File: src/rtl/mcore_mem_arbiter_if.sv
// Bundle of the requester-side and memory-side buses around mcore_mem_arbiter.
// The master modport is the arbiter's view. The slave modport is the view of the
// environment, which holds both the requesters and the downstream memory port.
interface mcore_mem_arbiter_if #(
  parameter int NUM_REQ    = 3,
  parameter int DATA_WIDTH = 32,
  parameter int ADDR_WIDTH = 32
);
  logic [NUM_REQ-1:0]              s_req;
  logic [NUM_REQ*ADDR_WIDTH-1:0]   s_addr;
  logic [NUM_REQ-1:0]              s_we;
  logic [NUM_REQ*DATA_WIDTH-1:0]   s_wdata;
  logic [NUM_REQ*DATA_WIDTH/8-1:0] s_be;
  logic [NUM_REQ-1:0]              s_gnt;
  logic [NUM_REQ-1:0]              s_rsp_valid;
  logic [DATA_WIDTH-1:0]           s_rsp_rdata;
  logic                            s_rsp_error;

  logic                            mem_req;
  logic [ADDR_WIDTH-1:0]           mem_addr;
  logic                            mem_we;
  logic [DATA_WIDTH-1:0]           mem_wdata;
  logic [DATA_WIDTH/8-1:0]         mem_be;
  logic                            mem_gnt;
  logic                            mem_rsp_valid;
  logic [DATA_WIDTH-1:0]           mem_rsp_rdata;
  logic                            mem_rsp_error;

  modport master (
    input  s_req, s_addr, s_we, s_wdata, s_be,
    output s_gnt, s_rsp_valid, s_rsp_rdata, s_rsp_error,
    output mem_req, mem_addr, mem_we, mem_wdata, mem_be,
    input  mem_gnt, mem_rsp_valid, mem_rsp_rdata, mem_rsp_error
  );

  modport slave (
    output s_req, s_addr, s_we, s_wdata, s_be,
    input  s_gnt, s_rsp_valid, s_rsp_rdata, s_rsp_error,
    input  mem_req, mem_addr, mem_we, mem_wdata, mem_be,
    output mem_gnt, mem_rsp_valid, mem_rsp_rdata, mem_rsp_error
  );
endinterface

File: src/rtl/mcore_mem_arbiter.sv
// mcore_mem_arbiter: shares one external memory port among NUM_REQ requesters.
// Arbitration is round-robin by default. Define MCORE_ARB_FIXED_PRIO_EN for
// fixed priority, where the lowest index wins and rr_ptr does not exist.
// Responses come back in order. An ID FIFO records the owner of every
// accepted transaction so that each response strobe reaches the right requester.
module mcore_mem_arbiter #(
  parameter int NUM_REQ         = 3,
  parameter int DATA_WIDTH      = 32,
  parameter int ADDR_WIDTH      = 32,
  parameter int MAX_OUTSTANDING = 4
) (
  input  logic                 aclk,
  input  logic                 rst,
  mcore_mem_arbiter_if.master  bus,
  output logic                 busy,
  output logic                 err_unexp_rsp
);
  localparam int IDX_W = $clog2(NUM_REQ);
  localparam int PTR_W = $clog2(MAX_OUTSTANDING);
  localparam int CNT_W = PTR_W + 1;
  localparam int BE_W  = DATA_WIDTH / 8;
  localparam logic [CNT_W-1:0] MAX_CNT  = CNT_W'(MAX_OUTSTANDING);
  localparam logic [IDX_W-1:0] LAST_IDX = IDX_W'(NUM_REQ - 1);

  typedef enum logic {ST_ARB, ST_WAIT} state_t;

  state_t           state_q, state_d;
  logic [IDX_W-1:0] sel_q, sel_d;
  logic [IDX_W-1:0] arb_winner;
  logic             arb_found;
  logic [IDX_W-1:0] cur;
  logic             req_out;
  logic             handshake;
  logic             push, pop, room;

  logic [IDX_W-1:0] id_mem [MAX_OUTSTANDING];
  logic [PTR_W-1:0] wr_ptr, rd_ptr;
  logic [CNT_W-1:0] count;
  logic [IDX_W-1:0] head_id;

`ifdef MCORE_ARB_FIXED_PRIO_EN
  // Fixed priority: the lowest-index active requester wins.
  always_comb begin
    arb_found  = 1'b0;
    arb_winner = '0;
    for (int i = NUM_REQ - 1; i >= 0; i--) begin
      if (bus.s_req[i]) begin
        arb_found  = 1'b1;
        arb_winner = IDX_W'(i);
      end
    end
  end
`else
  localparam logic [IDX_W:0] NUM_REQ_W = (IDX_W + 1)'(NUM_REQ);

  logic [IDX_W-1:0]     rr_ptr;
  logic [2*NUM_REQ-1:0] req_dbl;
  logic [NUM_REQ-1:0]   req_rot;
  logic [IDX_W:0]       rr_sum;

  // Round-robin: rotate the requests so that rr_ptr sits at bit 0, find the
  // first set bit, then map that offset back to an absolute index.
  always_comb begin
    req_dbl   = {bus.s_req, bus.s_req} >> rr_ptr;
    req_rot   = req_dbl[NUM_REQ-1:0];
    arb_found = 1'b0;
    rr_sum    = '0;
    for (int i = NUM_REQ - 1; i >= 0; i--) begin
      if (req_rot[i]) begin
        arb_found = 1'b1;
        rr_sum    = (IDX_W + 1)'(i);
      end
    end
    rr_sum = rr_sum + {1'b0, rr_ptr};
    if (rr_sum >= NUM_REQ_W) begin
      rr_sum = rr_sum - NUM_REQ_W;
    end
    arb_winner = rr_sum[IDX_W-1:0];
  end

  // After each accepted handshake, priority moves to the port just past the winner.
  always_ff @(posedge aclk) begin
    if (rst) begin
      rr_ptr <= '0;
    end else if (handshake) begin
      rr_ptr <= (cur == LAST_IDX) ? '0 : cur + IDX_W'(1);
    end
  end
`endif

  // A response pops the FIFO only when it holds an entry. Room to issue is
  // judged on the post-pop occupancy, so a pop frees a slot in the same cycle.
  always_comb begin
    pop       = bus.mem_rsp_valid && (count != '0);
    room      = (count - CNT_W'(pop)) != MAX_CNT;
    handshake = req_out && bus.mem_gnt;
    push      = handshake;
  end

  // ARB presents the current winner. WAIT locks onto the stalled selection
  // until the downstream grants it.
  always_comb begin
    state_d = state_q;
    sel_d   = sel_q;
    req_out = 1'b0;
    cur     = arb_winner;
    case (state_q)
      ST_ARB: begin
        if (arb_found && room) begin
          req_out = 1'b1;
          if (!bus.mem_gnt) begin
            state_d = ST_WAIT;
            sel_d   = arb_winner;
          end
        end
      end
      ST_WAIT: begin
        cur     = sel_q;
        req_out = 1'b1;
        if (bus.mem_gnt) begin
          state_d = ST_ARB;
        end
      end
      default: state_d = ST_ARB;
    endcase
  end

  // State register and the locked selection.
  always_ff @(posedge aclk) begin
    if (rst) begin
      state_q <= ST_ARB;
      sel_q   <= '0;
    end else begin
      state_q <= state_d;
      sel_q   <= sel_d;
    end
  end

  // The downstream payload comes from the selected requester and is zero when idle.
  always_comb begin
    bus.mem_req   = req_out;
    bus.mem_addr  = '0;
    bus.mem_we    = 1'b0;
    bus.mem_wdata = '0;
    bus.mem_be    = '0;
    if (req_out) begin
      for (int i = 0; i < NUM_REQ; i++) begin
        if (cur == IDX_W'(i)) begin
          bus.mem_addr  = bus.s_addr[i*ADDR_WIDTH +: ADDR_WIDTH];
          bus.mem_we    = bus.s_we[i];
          bus.mem_wdata = bus.s_wdata[i*DATA_WIDTH +: DATA_WIDTH];
          bus.mem_be    = bus.s_be[i*BE_W +: BE_W];
        end
      end
    end
  end

  // The grant goes to the requester being served and the response goes to the FIFO head.
  always_comb begin
    bus.s_gnt       = '0;
    bus.s_rsp_valid = '0;
    for (int i = 0; i < NUM_REQ; i++) begin
      if (handshake && (cur == IDX_W'(i))) begin
        bus.s_gnt[i] = 1'b1;
      end
      if (pop && (head_id == IDX_W'(i))) begin
        bus.s_rsp_valid[i] = 1'b1;
      end
    end
    bus.s_rsp_rdata = bus.mem_rsp_rdata;
    bus.s_rsp_error = bus.mem_rsp_error;
  end

  // ID storage. It needs no reset because the pointers and count define which entries are valid.
  always_ff @(posedge aclk) begin
    if (push) begin
      id_mem[wr_ptr] <= cur;
    end
  end

  assign head_id = id_mem[rd_ptr];

  // FIFO pointers and occupancy. A simultaneous push and pop leaves the count unchanged.
  always_ff @(posedge aclk) begin
    if (rst) begin
      wr_ptr <= '0;
      rd_ptr <= '0;
      count  <= '0;
    end else begin
      if (push) begin
        wr_ptr <= wr_ptr + PTR_W'(1);
      end
      if (pop) begin
        rd_ptr <= rd_ptr + PTR_W'(1);
      end
      case ({push, pop})
        2'b10:   count <= count + CNT_W'(1);
        2'b01:   count <= count - CNT_W'(1);
        default: count <= count;
      endcase
    end
  end

  // Sticky flag for a response that arrives with nothing outstanding.
  always_ff @(posedge aclk) begin
    if (rst) begin
      err_unexp_rsp <= 1'b0;
    end else if (bus.mem_rsp_valid && (count == '0)) begin
      err_unexp_rsp <= 1'b1;
    end
  end

  assign busy = (count != '0) || (state_q == ST_WAIT);

endmodule
File: src/flat_wrapper.sv
// flat-port wrapper written by rule: the top's interface ports become plain ports
module mcore_mem_arbiter_flat 
#(
  parameter int NUM_REQ         = 3,
  parameter int DATA_WIDTH      = 32,
  parameter int ADDR_WIDTH      = 32,
  parameter int MAX_OUTSTANDING = 4
)
  (aclk, rst, busy, err_unexp_rsp, bus_s_req, bus_s_addr, bus_s_we, bus_s_wdata, bus_s_be, bus_s_gnt, bus_s_rsp_valid, bus_s_rsp_rdata, bus_s_rsp_error, bus_mem_req, bus_mem_addr, bus_mem_we, bus_mem_wdata, bus_mem_be, bus_mem_gnt, bus_mem_rsp_valid, bus_mem_rsp_rdata, bus_mem_rsp_error);
  mcore_mem_arbiter_if #(.NUM_REQ(NUM_REQ), .DATA_WIDTH(DATA_WIDTH), .ADDR_WIDTH(ADDR_WIDTH)) bus_i ();
  input  logic aclk;
  input  logic rst;
  output logic busy;
  output logic err_unexp_rsp;
  input wire logic [$bits(bus_i.s_req)-1:0] bus_s_req;
  input wire logic [$bits(bus_i.s_addr)-1:0] bus_s_addr;
  input wire logic [$bits(bus_i.s_we)-1:0] bus_s_we;
  input wire logic [$bits(bus_i.s_wdata)-1:0] bus_s_wdata;
  input wire logic [$bits(bus_i.s_be)-1:0] bus_s_be;
  output wire logic [$bits(bus_i.s_gnt)-1:0] bus_s_gnt;
  output wire logic [$bits(bus_i.s_rsp_valid)-1:0] bus_s_rsp_valid;
  output wire logic [$bits(bus_i.s_rsp_rdata)-1:0] bus_s_rsp_rdata;
  output wire logic [$bits(bus_i.s_rsp_error)-1:0] bus_s_rsp_error;
  output wire logic [$bits(bus_i.mem_req)-1:0] bus_mem_req;
  output wire logic [$bits(bus_i.mem_addr)-1:0] bus_mem_addr;
  output wire logic [$bits(bus_i.mem_we)-1:0] bus_mem_we;
  output wire logic [$bits(bus_i.mem_wdata)-1:0] bus_mem_wdata;
  output wire logic [$bits(bus_i.mem_be)-1:0] bus_mem_be;
  input wire logic [$bits(bus_i.mem_gnt)-1:0] bus_mem_gnt;
  input wire logic [$bits(bus_i.mem_rsp_valid)-1:0] bus_mem_rsp_valid;
  input wire logic [$bits(bus_i.mem_rsp_rdata)-1:0] bus_mem_rsp_rdata;
  input wire logic [$bits(bus_i.mem_rsp_error)-1:0] bus_mem_rsp_error;
  assign bus_i.s_req = bus_s_req;
  assign bus_i.s_addr = bus_s_addr;
  assign bus_i.s_we = bus_s_we;
  assign bus_i.s_wdata = bus_s_wdata;
  assign bus_i.s_be = bus_s_be;
  assign bus_s_gnt = bus_i.s_gnt;
  assign bus_s_rsp_valid = bus_i.s_rsp_valid;
  assign bus_s_rsp_rdata = bus_i.s_rsp_rdata;
  assign bus_s_rsp_error = bus_i.s_rsp_error;
  assign bus_mem_req = bus_i.mem_req;
  assign bus_mem_addr = bus_i.mem_addr;
  assign bus_mem_we = bus_i.mem_we;
  assign bus_mem_wdata = bus_i.mem_wdata;
  assign bus_mem_be = bus_i.mem_be;
  assign bus_i.mem_gnt = bus_mem_gnt;
  assign bus_i.mem_rsp_valid = bus_mem_rsp_valid;
  assign bus_i.mem_rsp_rdata = bus_mem_rsp_rdata;
  assign bus_i.mem_rsp_error = bus_mem_rsp_error;
  mcore_mem_arbiter #(.NUM_REQ(NUM_REQ), .DATA_WIDTH(DATA_WIDTH), .ADDR_WIDTH(ADDR_WIDTH), .MAX_OUTSTANDING(MAX_OUTSTANDING)) u_core (.aclk(aclk), .rst(rst), .bus(bus_i), .busy(busy), .err_unexp_rsp(err_unexp_rsp));
endmodule
File: config.mk
export PLATFORM = sky130hd
export DESIGN_NAME = mcore_mem_arbiter_flat
export DESIGN_NICKNAME = d
export VERILOG_FILES = /design/src/rtl/mcore_mem_arbiter_if.sv /design/src/rtl/mcore_mem_arbiter.sv /design/src/flat_wrapper.sv
export SDC_FILE = /design/constraint.sdc
export NUM_CORES = 1
export LEC_CHECK = 0
export BUFFER_PORTS_ARGS = -buffer_cell sky130_fd_sc_hd__buf_2
export CORE_AREA = 10 10 131 133
export DETAILED_ROUTE_END_ITERATION = 10
export DIE_AREA = 0 0 141 143
export SYNTH_ARGS = -nofsm -noshare
export SYNTH_HDL_FRONTEND = slang
export SYNTH_SLANG_ARGS = --single-unit
File: constraint.sdc
create_clock -name aclk -period 14.2 [get_ports aclk]
set_clock_uncertainty 0.2 [all_clocks]
set_input_delay 2.84 -clock aclk [delete_from_list [all_inputs] [get_ports aclk]]
set_output_delay 2.84 -clock aclk [all_outputs]
set_load 0.03 [all_outputs]
### Word-level counts from Yosys, hierarchy flattened

Memories as Yosys holds them, arrays and structs flattened. A register that Yosys moved wholly into a read port is not among the register bits.
Cells that the tools add are included.
W data, S select, Z words.

| word-level totals | value |
|---|---|
| memories kept | 1 |
| word-level logic and storage cells | 85 |
| bits in writable memories | 8 |
| output and inout port bits | 111 |
| register bits | 13 |
| bits of input ports | 247 |

Memory list:

| memory | words | width | read ports | clocked after Yosys merged registers in | write ports | line | RTL |
|---|---|---|---|---|---|---|---|
| u_core.id_mem | 4 | 2 | 1 | 1 | 1 | mcore_mem_arbiter.sv:36 | `logic [IDX_W-1:0] id_mem [MAX_OUTSTANDING];` |

| cells by class | value |
|---|---|
| shift operators | 1 |
| multiplexer cells | 41 |
| add/sub/neg operators | 8 |
| reduce and logical (&&, ||, !) cells | 17 |
| bitwise logic cells | 2 |
| equality and inequality tests | 7 |
| magnitude comparators | 1 |

Operator list:

| kind | number |
|---|---|
| $mux W32 | 8 |
| $mux W1 | 18 |
| $mux W2 | 8 |
| $mux W4 | 4 |
| $logic_and A1 B1 Y1 | 10 |
| $add A2 B1 Y2 const B | 3 |
| $eq A2 B1 Y1 const B | 3 |
| $eq A2 B2 Y1 const B | 3 |
| $pmux W3 S2 | 1 |
| $shr A6 B2 Y3 | 1 |
| $logic_not A2 Y1 | 2 |
| $pmux W1 S2 | 2 |
| $add A2 B2 Y3 | 1 |
| $add A3 B1 Y3 const B | 1 |
| $ge A3 B2 Y1 const B | 1 |
| $logic_not A3 Y1 | 1 |
| $ne A3 B3 Y1 const B | 1 |
| $reduce_and A3 Y1 | 1 |
| $reduce_bool A3 Y1 | 1 |
| $sub A3 B1 Y3 | 1 |
| $sub A3 B1 Y3 const B | 1 |
| $not A1 Y1 | 2 |
| $reduce_bool A2 Y1 | 1 |
| $sub A2 B2 Y2 const B | 1 |
| $logic_or A1 B1 Y1 | 1 |

### Longest topological paths before layout

| depth | value |
|---|---|
| depth in word-level cells | 13 |
| gate-level depth with buffers | 15 |
| mapped depth without buffers | 14 |

### Worst setup path after synthesis

No wires, ideal clock.

| timing path | value |
|---|---|
| kind | input -> output |
| from | in bus_s_req[0] |
| to | out bus_mem_addr[20] |
| stages on the path | 15 |
| required time | 11.160 ns |
| path buffers | 2 |
| slack | 5.353 ns |
| data arrival time | 5.807 ns |
| cell sequence | inv_1 > nor3_1 > a31oi_1 > o21ai_0 > ha_1 > inv_1 > fa_1 > inv_1 > ha_1 > nand3b_4 > a311oi_4 > buf_4 > buf_6 > mux2i_1 > o2bb2ai_1 |

| on the way | value |
|---|---|
| word-level cells in the longest chain between the ends | 13 |
| elaborated cells between the ends (all ways) | 22 |
| classes of those cells | 2 x add/sub; 1 x order compare; 2 x eq/ne; 1 x shift; 14 x mux; 2 x reduce/logical |

RTL lines:

| element | line | RTL |
|---|---|---|
| start: declaration | flat_wrapper.sv:15 | `input wire logic [$bits(bus_i.s_req)-1:0] bus_s_req;` |
| $shr A6 B2 Y3 (*) | mcore_mem_arbiter.sv:64 | `req_dbl = {bus.s_req, bus.s_req} >> rr_ptr;` |
| $mux W2 (3 in a row) | mcore_mem_arbiter.sv:69 | `if (req_rot[i]) begin` |
| $add A2 B2 Y3 | mcore_mem_arbiter.sv:74 | `rr_sum = rr_sum + {1'b0, rr_ptr};` |
| $ge A3 B2 Y1 or $sub A2 B2 Y2 (tied branches) | mcore_mem_arbiter.sv:75, mcore_mem_arbiter.sv:76 |  |
| $mux W2 | mcore_mem_arbiter.sv:75 | `if (rr_sum >= NUM_REQ_W) begin` |
| $mux W2 | mcore_mem_arbiter.sv:107 | `case (state_q)` |
| $logic_not A2 Y1 | mcore_mem_arbiter.sv:148 | `if (cur == IDX_W'(i)) begin` |
| $mux W32 (3 in a row) | mcore_mem_arbiter.sv:148 |  |
| $mux W32 (*) | mcore_mem_arbiter.sv:146 | `if (req_out) begin` |
| end: declaration | flat_wrapper.sv:25 | `output wire logic [$bits(bus_i.mem_addr)-1:0] bus_mem_addr;` |

Every way passes the cells marked *; elsewhere a longest branch is shown, timed or not.

### Final worst setup path

| timing path | value |
|---|---|
| from | in bus_s_req[0] |
| to | out bus_mem_wdata[22] |

| on the way | value |
|---|---|
| word-level cells in the longest chain between the ends | 13 |
| elaborated cells between the ends (all ways) | 22 |
| classes of those cells | 2 x add/sub; 1 x order compare; 2 x eq/ne; 1 x shift; 14 x mux; 2 x reduce/logical |

RTL lines:

| element | line | RTL |
|---|---|---|
| $shr A6 B2 Y3 (*) | mcore_mem_arbiter.sv:64 |  |
| $mux W2 (3 in a row) | mcore_mem_arbiter.sv:69 |  |
| $add A2 B2 Y3 | mcore_mem_arbiter.sv:74 |  |
| $ge A3 B2 Y1 or $sub A2 B2 Y2 (tied branches) | mcore_mem_arbiter.sv:75, mcore_mem_arbiter.sv:76 |  |
| $mux W2 | mcore_mem_arbiter.sv:75 |  |
| $mux W2 | mcore_mem_arbiter.sv:107 |  |
| $logic_not A2 Y1 | mcore_mem_arbiter.sv:148 |  |
| $mux W32 (3 in a row) | mcore_mem_arbiter.sv:148 |  |
| $mux W32 (*) | mcore_mem_arbiter.sv:146 |  |
| end: declaration | flat_wrapper.sv:27 | `output wire logic [$bits(bus_i.mem_wdata)-1:0] bus_mem_wdata;` |

Marks and branches as above.

==> flow_results.xml <==
<?xml version="1.0" encoding="UTF-8"?>
<metrics>
  <group name="run_status">
    <metric name="run_status" unit="">finished, final reports clean</metric>
  </group>
  <group name="timing">
    <metric name="max_slew.worst_pin.slew" unit="ns">0.847</metric>
    <metric name="relSlewSlack" unit="%">43.5</metric>
    <metric name="slew_viol_final" unit="">0</metric>
    <metric name="clock_period_minus_worst_slack" unit="ns">9.99</metric>
    <metric name="setup_total_negative_slack" unit="ns">0</metric>
    <metric name="setup_ws" unit="ns">4.21</metric>
    <metric name="final_min_period_over_clock_period" unit="%">70.3</metric>
    <metric name="grt_setup_unrepaired" unit="">false</metric>
    <metric name="finalSetupViolCount" unit="">0</metric>
    <metric name="fmaxAchievable" unit="MHz">100</metric>
    <metric name="final_hold_viol_count" unit="">0</metric>
  </group>
  <group name="cts">
    <metric name="post_cts.resized_instances" unit="">0</metric>
    <metric name="worst_setup_hold_path_clk_slew" unit="ns">0.06</metric>
    <metric name="worst_skew_pair.late_latency" unit="ns">0.25</metric>
    <metric name="ctsHoldBuffers" unit="">0</metric>
    <metric name="cts_post_setup_buffers_inserted" unit="">0</metric>
    <metric name="clock_sink_count" unit="">23</metric>
    <metric name="h-tree-depth" unit="">1</metric>
    <metric name="cts-root-to-sink-buffers" unit="">2</metric>
    <metric name="cts_buffers" unit="">3</metric>
    <metric name="clock_tree.root_cell" unit="">sky130_fd_sc_hd__clkbuf_16</metric>
    <metric name="cts_tree" unit="">built</metric>
  </group>
  <group name="critical_path">
    <metric name="crit_top_cell" unit="">sky130_fd_sc_hd__inv_1</metric>
    <metric name="critical_path.endpoint_type" unit="">output port</metric>
    <metric name="worstSetupPathType" unit="">in2out</metric>
    <metric name="cp.arrival" unit="ns">6.95</metric>
    <metric name="critPathSlowestCell" unit="">sky130_fd_sc_hd__buf_4</metric>
    <metric name="critical_path.max_fanout" unit="">47</metric>
    <metric name="cp_data_required_time" unit="ns">11.16</metric>
    <metric name="worst_path_largest_cell_delay" unit="ns">0.68</metric>
    <metric name="critical_path.startpoint_type" unit="">input port</metric>
    <metric name="path_cells" unit="">buf_2, inv_1, nor3_1, a31oi_1, o21ai_0, ha_1, inv_1, fa_1, inv_1, ha_1, nand3b_4, a311oi_4, buf_4, buf_4, mux2i_1, o2bb2ai_1, buf_2</metric>
  </group>
  <group name="drt">
    <metric name="ant_nets" unit="">0</metric>
    <metric name="post-route-drc-count" unit="">0</metric>
    <metric name="detail_route.iter0.violations" unit="">166</metric>
    <metric name="post_drt_via_cell_ratio" unit="">4.48</metric>
    <metric name="avgRoutedWirePerCell" unit="um">19.8</metric>
    <metric name="vias" unit="">3376</metric>
    <metric name="drt-pass1-iter-count" unit="">4</metric>
    <metric name="totalWireLength" unit="um">14900</metric>
  </group>
  <group name="yosys">
    <metric name="synthesis.area" unit="sq um">3110</metric>
    <metric name="synth_fa_ha_area_share" unit="%">4.51</metric>
    <metric name="post-synth-top-area-cell" unit="">sky130_fd_sc_hd__mux2i_1</metric>
    <metric name="synth-simple-area-share" unit="%">8.82</metric>
    <metric name="fraction_of_the_mapped_netlist_area_in_compound_gates" unit="%">27.7</metric>
    <metric name="synthCells" unit="">325</metric>
    <metric name="muxShareOfSynthArea" unit="%">25.4</metric>
    <metric name="synth-xor-area-share" unit="%">1.41</metric>
    <metric name="synth_top_area_share" unit="%">23.2</metric>
    <metric name="synth_top_flop_cell" unit="">sky130_fd_sc_hd__dfxtp_1</metric>
    <metric name="synth-edff-count" unit="">8</metric>
    <metric name="postSynthAreaPerCell" unit="sq um">9.56</metric>
    <metric name="share_of_synthesized_area_occupied_by_flip_flops_and_latches" unit="%">17.4</metric>
    <metric name="post_synth_num_cell_types" unit="">46</metric>
    <metric name="synth.yosys.warnings" unit="">0</metric>
    <metric name="yosys-top-cells-area" unit="">sky130_fd_sc_hd__mux2i_1 (23%), sky130_fd_sc_hd__o2bb2ai_1 (17%), sky130_fd_sc_hd__dfxtp_1 (9.7%)</metric>
    <metric name="main_combinational_cell_family_by_area_after_synthesis" unit="">compound AO/OA/AOI/OAI gates</metric>
    <metric name="synth_fp_nets" unit="">582</metric>
    <metric name="ys_seq_elements" unit="">23</metric>
    <metric name="synthArstFlopShare" unit="%">0</metric>
  </group>
  <group name="floorplanning">
    <metric name="coreArea" unit="sq um">14400</metric>
    <metric name="die_height" unit="um">143</metric>
    <metric name="placement_rows" unit="">44</metric>
    <metric name="dieArea" unit="sq um">20200</metric>
    <metric name="die_width" unit="um">141</metric>
    <metric name="start_util" unit="%">21.5</metric>
    <metric name="io_pins" unit="">358</metric>
  </group>
  <group name="placed_design">
    <metric name="pre_cts_ws" unit="ns">4.16</metric>
    <metric name="place.detailed.hpwl" unit="um">12800</metric>
    <metric name="portBuffers" unit="">291</metric>
    <metric name="finalWeightedCongestion" unit="">0.810</metric>
  </group>
  <group name="final_layout">
    <metric name="most-common-layout-cells" unit="">sky130_fd_sc_hd__buf_2 (291), sky130_fd_sc_hd__mux2i_1 (72), sky130_fd_sc_hd__o2bb2ai_1 (59)</metric>
    <metric name="mostFrequentLayoutCell" unit="">sky130_fd_sc_hd__buf_2</metric>
    <metric name="final_layout_size_suffix_gt1_share" unit="%">56.7</metric>
    <metric name="layout-area-overhead-vs-synth" unit="%">45.4</metric>
    <metric name="finish.net_count" unit="">826</metric>
  </group>
  <group name="global_routing">
    <metric name="grt_start_max_net_pins" unit="">70</metric>
    <metric name="vias_in_the_first_global_route" unit="">3661</metric>
    <metric name="first_pass_grt_wire_length" unit="um">21600</metric>
    <metric name="antenna_found_initial" unit="">2</metric>
    <metric name="grt_util_all_layers" unit="%">13.3</metric>
    <metric name="grt.overflow.total" unit="">0</metric>
  </group>
  <group name="min_path">
    <metric name="hold_path.class" unit="">reg2reg</metric>
  </group>
  <group name="flow_run">
    <metric name="maxCapViolCount" unit="">0</metric>
  </group>
</metrics>
[flip-flops by register name, indices dropped and copies added, names as in the netlist, named ones only]
name,count
u_core.rr_ptr,2
u_core.count,3
u_core.err_unexp_rsp,1
u_core.wr_ptr,2
u_core.id_mem,8
u_core.sel_q,2
u_core.state_q,1
u_core.rd_ptr,2
[metal layers]
| metal | routed length (um) | track usage [%] | vias up | part of all wire, % |
|---|---|---|---|---|
| li1 | - | - | 1690 | - |
| met1 | 5340 | 14.2 | 1513 | 36 |
| met2 | 7640 | 23.9 | 163 | 51 |
| met3 | 1760 | 6.47 | 10 | 12 |
| met4 | 132 | 1.47 | 0 | 0.89 |
| met5 | 0 | 0 | - | 0 |
[cells by family (layout without fill, tap and decap cells)]
| group | Yosys count | after routing |
|---|---|---|
| other | 0 | 1 |
| muxes | 76 | 76 |
| buffers and inverters | 72 | 315 |
| xor gates and xnor gates | 5 | 5 |
| and+or+nand+nor | 47 | 47 |
| DFF | 23 | 23 |
| adders and majority gates | 10 | 10 |
| AOI/OAI and AO/OA | 92 | 92 |
[per-stage QoR]
stage               hold slack (ns)  utilization (%)  cells  cell area (sq um)
floorplan                     0.254                -    325               3110
global route                  0.301             31.3    753               4520
global placement              0.244             30.7    748               4430
CTS                           0.280             31.3    752               4510
finish                        0.273             31.3    753               4520
detailed placement            0.266             30.7    748               4430
[final cells by class]
cell class | count | area, sq um
fill | 1584 | 9910
multi-input combinational | 230 | 2110
timing repair buffer | 296 | 1490
sequential | 23 | 541
tap | 184 | 230
clock buffer | 3 | 75.1
inverter | 15 | 56.3
clock inverter | 1 | 5.00
antenna | 1 | 2.50
[cell usage after synthesis (2+ instances only)]
cell type	n
sky130_fd_sc_hd__a21oi_1	5
sky130_fd_sc_hd__and2_1	4
sky130_fd_sc_hd__buf_2	8
sky130_fd_sc_hd__buf_4	38
sky130_fd_sc_hd__buf_6	5
sky130_fd_sc_hd__clkbuf_1	6
sky130_fd_sc_hd__dfxtp_1	15
sky130_fd_sc_hd__edfxtp_1	8
sky130_fd_sc_hd__fa_1	2
sky130_fd_sc_hd__ha_1	8
sky130_fd_sc_hd__inv_1	15
sky130_fd_sc_hd__mux2_2	2
sky130_fd_sc_hd__mux2i_1	72
sky130_fd_sc_hd__mux4_2	2
sky130_fd_sc_hd__nand2_1	5
sky130_fd_sc_hd__nand2b_1	3
sky130_fd_sc_hd__nor2_1	14
sky130_fd_sc_hd__nor2b_1	2
sky130_fd_sc_hd__nor3_1	6
sky130_fd_sc_hd__nor3b_1	3
sky130_fd_sc_hd__o21a_1	2
sky130_fd_sc_hd__o21ai_0	4
sky130_fd_sc_hd__o21ai_2	2
sky130_fd_sc_hd__o2bb2ai_1	59
sky130_fd_sc_hd__o2bb2ai_2	10
sky130_fd_sc_hd__or3_1	2
sky130_fd_sc_hd__xnor2_1	2
sky130_fd_sc_hd__xor2_1	3
[critical path, delay by kind of cell]
family                     cells  cell delay [ns]
AOI/OAI and AO/OA              4             0.82
and+or+nand+nor                2             0.36
buffers and inverters          7             1.74
adders and majority gates      3             0.96
muxes                          1             0.17
[path summary, 6_finish.rpt]
path	start	to	slack, ns	depth (start not counted)
max	bus_s_req[0]	bus_mem_wdata[22]	4.21	17
min reg2reg	u_core.err_unexp_rsp	u_core.err_unexp_rsp	0.27	2
min	u_core.err_unexp_rsp	u_core.err_unexp_rsp	0.27	2
max reg2reg	u_core.rr_ptr[0]	u_core.rr_ptr[0]	9.81	14
Power is not shown: default switching activity piles up to over one toggle a cycle in this logic, so the estimate is an artifact.
